<file path="src/rtl/wake_up_scheduler.sv">
// Merges per-requester core wake-up masks and releases them one batch per issue, GapCycles idle between batches.
// Latency 2 cycles request->first batch; no backpressure, repeated requests for a pending core collapse into one pulse.
// WAKE_UP_SCHED_BROADCAST_EN: an all-ones request mask wakes every core on the next cycle, bypassing batching.
module wake_up_scheduler #(
    parameter int unsigned NumCores      = 256,
    parameter int unsigned NumRequesters = 2,
    parameter int unsigned BatchSize     = 16,
    parameter int unsigned GapCycles     = 4
) (
    input  logic                                    clk_i,
    input  logic                                    rst_i,
    input  logic [NumRequesters-1:0]                req_valid_i,
    input  logic [NumRequesters-1:0][NumCores-1:0]  req_mask_i,
    input  logic                                    flush_i,
    output logic [NumCores-1:0]                     wake_up_o,
    output logic                                    busy_o
);
    localparam int unsigned NumBatches = NumCores / BatchSize;
    localparam int unsigned PtrW       = (NumBatches > 1) ? $clog2(NumBatches) : 1;
    localparam logic [7:0]  GapInit    = 8'(GapCycles);

    typedef enum logic {ST_IDLE, ST_GAP} state_e;

    state_e              state_q, state_d;
    logic [NumCores-1:0] pend_q, pend_d;
    logic [NumCores-1:0] wake_q, wake_d;
    logic [PtrW-1:0]     ptr_q, ptr_d;
    logic [7:0]          cnt_q, cnt_d;

    logic [NumCores-1:0]   req_or;
    logic [NumBatches-1:0] batch_nz;
    logic                  sel_found;
    logic [PtrW-1:0]       sel_idx, sel_nxt;
    logic [PtrW:0]         cand;
    logic [NumCores-1:0]   issue_mask, issued;
`ifdef WAKE_UP_SCHED_BROADCAST_EN
    logic                  bcast;
`endif

    always_comb begin
        req_or = '0;
`ifdef WAKE_UP_SCHED_BROADCAST_EN
        bcast  = 1'b0;
`endif
        for (int r = 0; r < NumRequesters; r++) begin
            if (req_valid_i[r]) begin
                req_or = req_or | req_mask_i[r];
`ifdef WAKE_UP_SCHED_BROADCAST_EN
                bcast  = bcast | (&req_mask_i[r]);
`endif
            end
        end
    end

    always_comb begin
        for (int b = 0; b < NumBatches; b++) begin
            batch_nz[b] = |pend_q[b*BatchSize +: BatchSize];
        end
    end

    // First non-empty batch scanning round-robin from ptr_q.
    always_comb begin
        sel_found = 1'b0;
        sel_idx   = '0;
        cand      = '0;
        for (int i = 0; i < NumBatches; i++) begin
            cand = {1'b0, ptr_q} + (PtrW+1)'(i);
            if (cand >= (PtrW+1)'(NumBatches)) begin
                cand = cand - (PtrW+1)'(NumBatches);
            end
            if (!sel_found && batch_nz[cand[PtrW-1:0]]) begin
                sel_found = 1'b1;
                sel_idx   = cand[PtrW-1:0];
            end
        end
        sel_nxt = (sel_idx == PtrW'(NumBatches - 1)) ? '0 : sel_idx + 1'b1;
    end

    always_comb begin
        issue_mask = '0;
        for (int b = 0; b < NumBatches; b++) begin
            if (sel_idx == PtrW'(b)) begin
                issue_mask[b*BatchSize +: BatchSize] = pend_q[b*BatchSize +: BatchSize];
            end
        end
    end

    always_comb begin
        state_d = state_q;
        wake_d  = '0;
        ptr_d   = ptr_q;
        cnt_d   = cnt_q;
        issued  = '0;
        unique case (state_q)
            ST_IDLE: begin
                if (sel_found) begin
                    issued  = issue_mask;
                    wake_d  = issue_mask;
                    ptr_d   = sel_nxt;
                    cnt_d   = GapInit;
                    state_d = (GapCycles == 0) ? ST_IDLE : ST_GAP;
                end
            end
            ST_GAP: begin
                cnt_d = cnt_q - 8'd1;
                if (cnt_q == 8'd1) begin
                    state_d = ST_IDLE;
                end
            end
            default: state_d = ST_IDLE;
        endcase
        // A core issued and re-requested on the same edge stays pending.
        pend_d = (pend_q & ~issued) | req_or;
`ifdef WAKE_UP_SCHED_BROADCAST_EN
        if (bcast) begin
            wake_d  = '1;
            pend_d  = '0;
            ptr_d   = ptr_q;
            cnt_d   = GapInit;
            state_d = (GapCycles == 0) ? ST_IDLE : ST_GAP;
        end
`endif
        if (flush_i) begin
            pend_d  = '0;
            wake_d  = '0;
            ptr_d   = ptr_q;
            cnt_d   = '0;
            state_d = ST_IDLE;
        end
    end

    always_ff @(posedge clk_i) begin
        if (rst_i) begin
            state_q <= ST_IDLE;
            pend_q  <= '0;
            wake_q  <= '0;
            ptr_q   <= '0;
            cnt_q   <= '0;
        end else begin
            state_q <= state_d;
            pend_q  <= pend_d;
            wake_q  <= wake_d;
            ptr_q   <= ptr_d;
            cnt_q   <= cnt_d;
        end
    end

    assign wake_up_o = wake_q;
    assign busy_o    = (pend_q != '0) | (state_q == ST_GAP);

endmodule

</file>
<file path="config.mk">
export PLATFORM = sky130hd
export DESIGN_NAME = wake_up_scheduler
export DESIGN_NICKNAME = d
export VERILOG_FILES = /design/src/rtl/wake_up_scheduler.sv
export SDC_FILE = /design/constraint.sdc
export NUM_CORES = 1
export LEC_CHECK = 0
export ABC_AREA = 1
export CORE_AREA = 2 2 302 304
export DETAILED_ROUTE_END_ITERATION = 8
export DIE_AREA = 0 0 304 306
export HOLD_SLACK_MARGIN = 0.08
export PLACE_DENSITY = 0.52
export REMOVE_ABC_BUFFERS = 1
export SLEW_MARGIN = 20
export SYNTH_ARGS = -nofsm -noshare
export SYNTH_HDL_FRONTEND = slang
export SYNTH_SLANG_ARGS = --single-unit
</file>
<file path="constraint.sdc">
create_clock -name clk_i -period 4.72 [get_ports clk_i]
set_input_delay 0.472 -clock clk_i [delete_from_list [all_inputs] [get_ports clk_i]]
set_output_delay 0.472 -clock clk_i [all_outputs]
set_load 0.05 [all_outputs]
</file>
==> results.py <==
metrics = {
    "global_route": {
        "grt_max_degree": 121,
        "grt_overflow": 0,
        "grt_pass1_vias": 21700,
        "grt_use_total_pct": 18.0,
        "grt_pass1_wl_um": 130000,
        "antenna_found_initial": 0,
    },
    "worst_setup_path": {
        "critPathMaxStageDelay_ps": 640,
        "crit_path_end_kind": "primary output",
        "cp-start-kind": "register",
        "critPathKind": "reg2out",
        "critPathBufInv": 5,
        "reg2reg_to": "pend_q[210]",
        "r2r_cells": 26,
        "cp_max_fo": 9,
        "timing.rr.start": "ptr_q[3]",
        "cp.arrival_ps": 3930,
        "crit_chain": "inv_6 -> nor2_4 -> nor2_4 -> inv_4 -> nor2_4 -> a21oi_4 -> inv_2 -> nand3_2 -> nand2_2 -> nor2_4 -> nand4_2 -> nor2_4 -> nand4_2 -> nor3_2 -> nand3_2 -> nor2_4 -> nand3_2 -> nor2_4 -> inv_1 -> buf_4",
        "crit_top_cell": "nor2_4",
        "r2r_slack_ps": 450,
        "crit_slowest_cell": "dfxtp_1",
        "critPathTopFamily": "simple AND/OR/NAND/NOR gates",
        "crit_required_ps": 4250,
    },
    "logic_synthesis": {
        "synth_edf_count": 0,
        "synth_top_cell_area_share_pct": 45.3,
        "ys_ff_latch": 525,
        "synth-main-ff-cell": "dfxtp_1",
        "synthCells": 3113,
        "synthTopCellsByArea": "dfxtp_1 45%, nor2_1 12%, a22o_1 9.7%",
        "post_synth.cell_area_avg_um2": 7.46,
        "synth_seq_area_share_pct": 45.3,
        "synth_area_um2": 23200,
        "postSynth.asyncResetShare_pct": 0,
        "yosysTopAreaCell": "dfxtp_1",
        "synth_cell_types": 45,
        "yosysWarnings": 0,
    },
    "routing": {
        "detail_route.wl_per_cell_um": 17.4,
        "drt-met1-wl_um": 36300,
        "routed.top_layer": "met4",
        "vias_per_cell": 4.51,
        "antenna_left": 0,
        "first_pass_iters": 5,
        "drt_iter0_drc": 1311,
        "wirelength_um": 87600,
        "met3_length_um": 5590,
        "met2_wirelength_um": 44400,
        "via_count": 22700,
        "drc": 0,
    },
    "pwr": {
        "cellPowerDensity_nw_per_um2": 383,
        "ir_drop_mv": 0.247,
        "intPower_mw": 8.83,
        "comb_power_share_pct": 28.0,
        "p_sw_mw": 4.34,
        "power_leakage_nw": 13.6,
        "p_sw_share_pct": 33.0,
        "power_mw": 13.2,
        "seq_power_share_pct": 35.5,
        "p_clk_share_pct": 36.4,
    },
    "clock_tree": {
        "postCtsSetupBuffers": 0,
        "cts_buffers": 58,
        "cts_sinks": 525,
        "cts_htree_levels": 2,
        "clkTransAtPathRegs_ps": 60,
        "cts_tree": "built",
        "cts_buffer_depth": 3,
        "root_buffer": "clkbuf_16",
        "insertion_delay_ps": 640,
    },
    "layout": {
        "num_antenna_cells": 0,
        "layout-drive-gt1-share_pct": 6.79,
        "area_delta_synth_final_pct": 47.9,
        "layout.nets": 4343,
        "fin_cells": 5035,
    },
    "floorplanning": {
        "die_y_um": 306,
        "placementRows": 110,
        "initial_core_util_pct": 25.9,
        "core_area_um2": 89600,
        "die_area_um2": 93000,
        "dieWidth_um": 304,
        "io_pins": 774,
    },
    "timing": {
        "fin_skew_ps": 45.5,
        "final_hold_viol_count": 0,
        "drv_slew": 0,
        "post-route-period-util_pct": 93.2,
        "fin_hold_ws_ps": 460,
        "tns_ps": 0,
        "period_minus_slack_ps": 4400,
        "fmax_mhz": 227,
        "setup_slack_ps": 322,
        "relSlewSlack_pct": 43.7,
        "tightest_slew_ps": 835,
        "rsz0062_at_grt": "no",
        "finalSetupViolations": 0,
    },
    "place": {
        "dp_cells": 4929,
        "finalWeightedCongestion": 0.914,
        "io_buffers": 773,
        "dpl_worst_slack_ps": 214,
        "post-dp-hpwl_um": 66200,
    },
    "min_path": {
        "hold_path_class": "reg2reg",
        "min_to": "wake_up_o[251]",
        "hold_depth": 2,
        "min_from": "pend_q[251]",
    },
    "run_status": {
        "outcome": "finished clean",
    },
    "flow_run": {
        "max-cap-violations": 0,
    },
}
-- worst min-delay path, delay by kind of cell, from the launching register on --
family	cells	cell delay (ps)
buffers and inverters	1	60
flip-flops	1	300
AND/OR/NAND/NOR	1	50
-- stage by stage --
stage          utilization, %  cell area (um2)
6_report                 38.3            34400
3_3_place_gp             36.0            32300
3_5_place_dp             36.0            32300
4_1_cts                  38.3            34300
2_1_floorplan               -            22400
5_1_grt                  38.3            34400
-- power by group through the flow --
| stage | clock network, mW | registers (mW) | logic (mW) |
|---|---|---|---|
| 2_1_floorplan | 0 | 4.83 | 1.89 |
| 3_3_place_gp | 0 | 4.77 | 3.69 |
| 3_5_place_dp | 0 | 4.77 | 3.68 |
| 4_1_cts | 4.96 | 4.68 | 3.70 |
| 5_1_grt | 5.12 | 4.70 | 4.03 |
| 6_report | 4.80 | 4.68 | 3.69 |
-- routing by layer --
layer  track usage (%)  vias up
li1                  -    11600
met3              4.31       88
met1              21.3    10400
met4              3.48        0
met5                 0        -
met2              32.9      607
-- placed cells by master (no fill, tap or decap), types with 20 or more instances in the layout --
cell             count
o21ai_0             20
a21oi_1            269
nand2_2             35
inv_1              302
nor2_1             736
nand4_1             29
clkbuf_16           59
nand2_1            340
nor2_4              20
o21ai_1             21
nand3b_1            40
dfxtp_1            524
a22o_1             256
nand3_1            217
buf_4               40
nor3_1              32
clkdlybuf4s50_1    770
-- layout make-up --
class | count | area (um2)
Fill cell | 9294 | 55200
Timing Repair Buffer | 832 | 8430
Inverter | 315 | 1200
Clock buffer | 85 | 1720
Tap cell | 1176 | 1470
Multi-Input combinational cell | 2081 | 10700
Clock inverter | 21 | 312
Sequential cell | 525 | 10500
-- cells by family (layout without fill, tap and decap cells) --
logic type | Yosys count | after routing | share of synthesized area, %
AOI/OAI and AO/OA | 579 | 579 | 16.8
buffers and inverters | 507 | 1253 | 8.88
xor gates and xnor gates | 5 | 5 | 0.253
DFF | 525 | 525 | 45.3
adders and majority gates | 13 | 13 | 0.700
and+or+nand+nor | 1484 | 1484 | 28.1
-- sequential cells by signal, summed over array words and instances, names as in the netlist --
register	flops
pend_q	256
wake_up_o	256
cnt_q	8
ptr_q	4
state_q	1
-- worst max-delay path by stage --
stage                     start  cells after the start             end  slack, ps
floorplan              ptr_q[0]                     19  wake_up_o[176]      -3390
CTS                 pend_q[237]                     19          busy_o         20
finish                 ptr_q[3]                     20          busy_o        320
global route        pend_q[229]                     29     pend_q[176]         10
detailed placement  pend_q[199]                     25        ptr_q[2]        210
global placement    pend_q[237]                     24        ptr_q[2]        170
-- cell usage after synthesis (2+ instances only) --
| cell type | instances |
|---|---|
| nand4_2 | 3 |
| a21oi_1 | 270 |
| nand3_1 | 218 |
| nand4_4 | 2 |
| nor2_8 | 3 |
| o21bai_2 | 2 |
| buf_6 | 12 |
| ha_1 | 13 |
| o21ai_1 | 21 |
| inv_1 | 302 |
| o21a_1 | 2 |
| nor3_1 | 32 |
| nor2_2 | 2 |
| inv_2 | 10 |
| nand2_4 | 3 |
| a22o_1 | 256 |
| dfxtp_1 | 525 |
| clkbuf_1 | 140 |
| nand2_2 | 35 |
| buf_4 | 9 |
| buf_1 | 9 |
| o21ai_0 | 20 |
| xor2_1 | 3 |
| nor4_1 | 7 |
| nand3b_1 | 40 |
| a211oi_1 | 2 |
| nand3_2 | 4 |
| nor2_1 | 745 |
| o211ai_1 | 2 |
| nand2_1 | 341 |
| nor2_4 | 17 |
| nand4_1 | 29 |
| buf_2 | 22 |
-- repair_timing --
action	4_1_cts	5_1_grt
hold buffers	0	0
pin swaps	0	2
endpoints found under the setup margin	1	115
resized for setup	2	15
cloned	0	0
No activity file was read; power rests on OpenSTA's default activity.
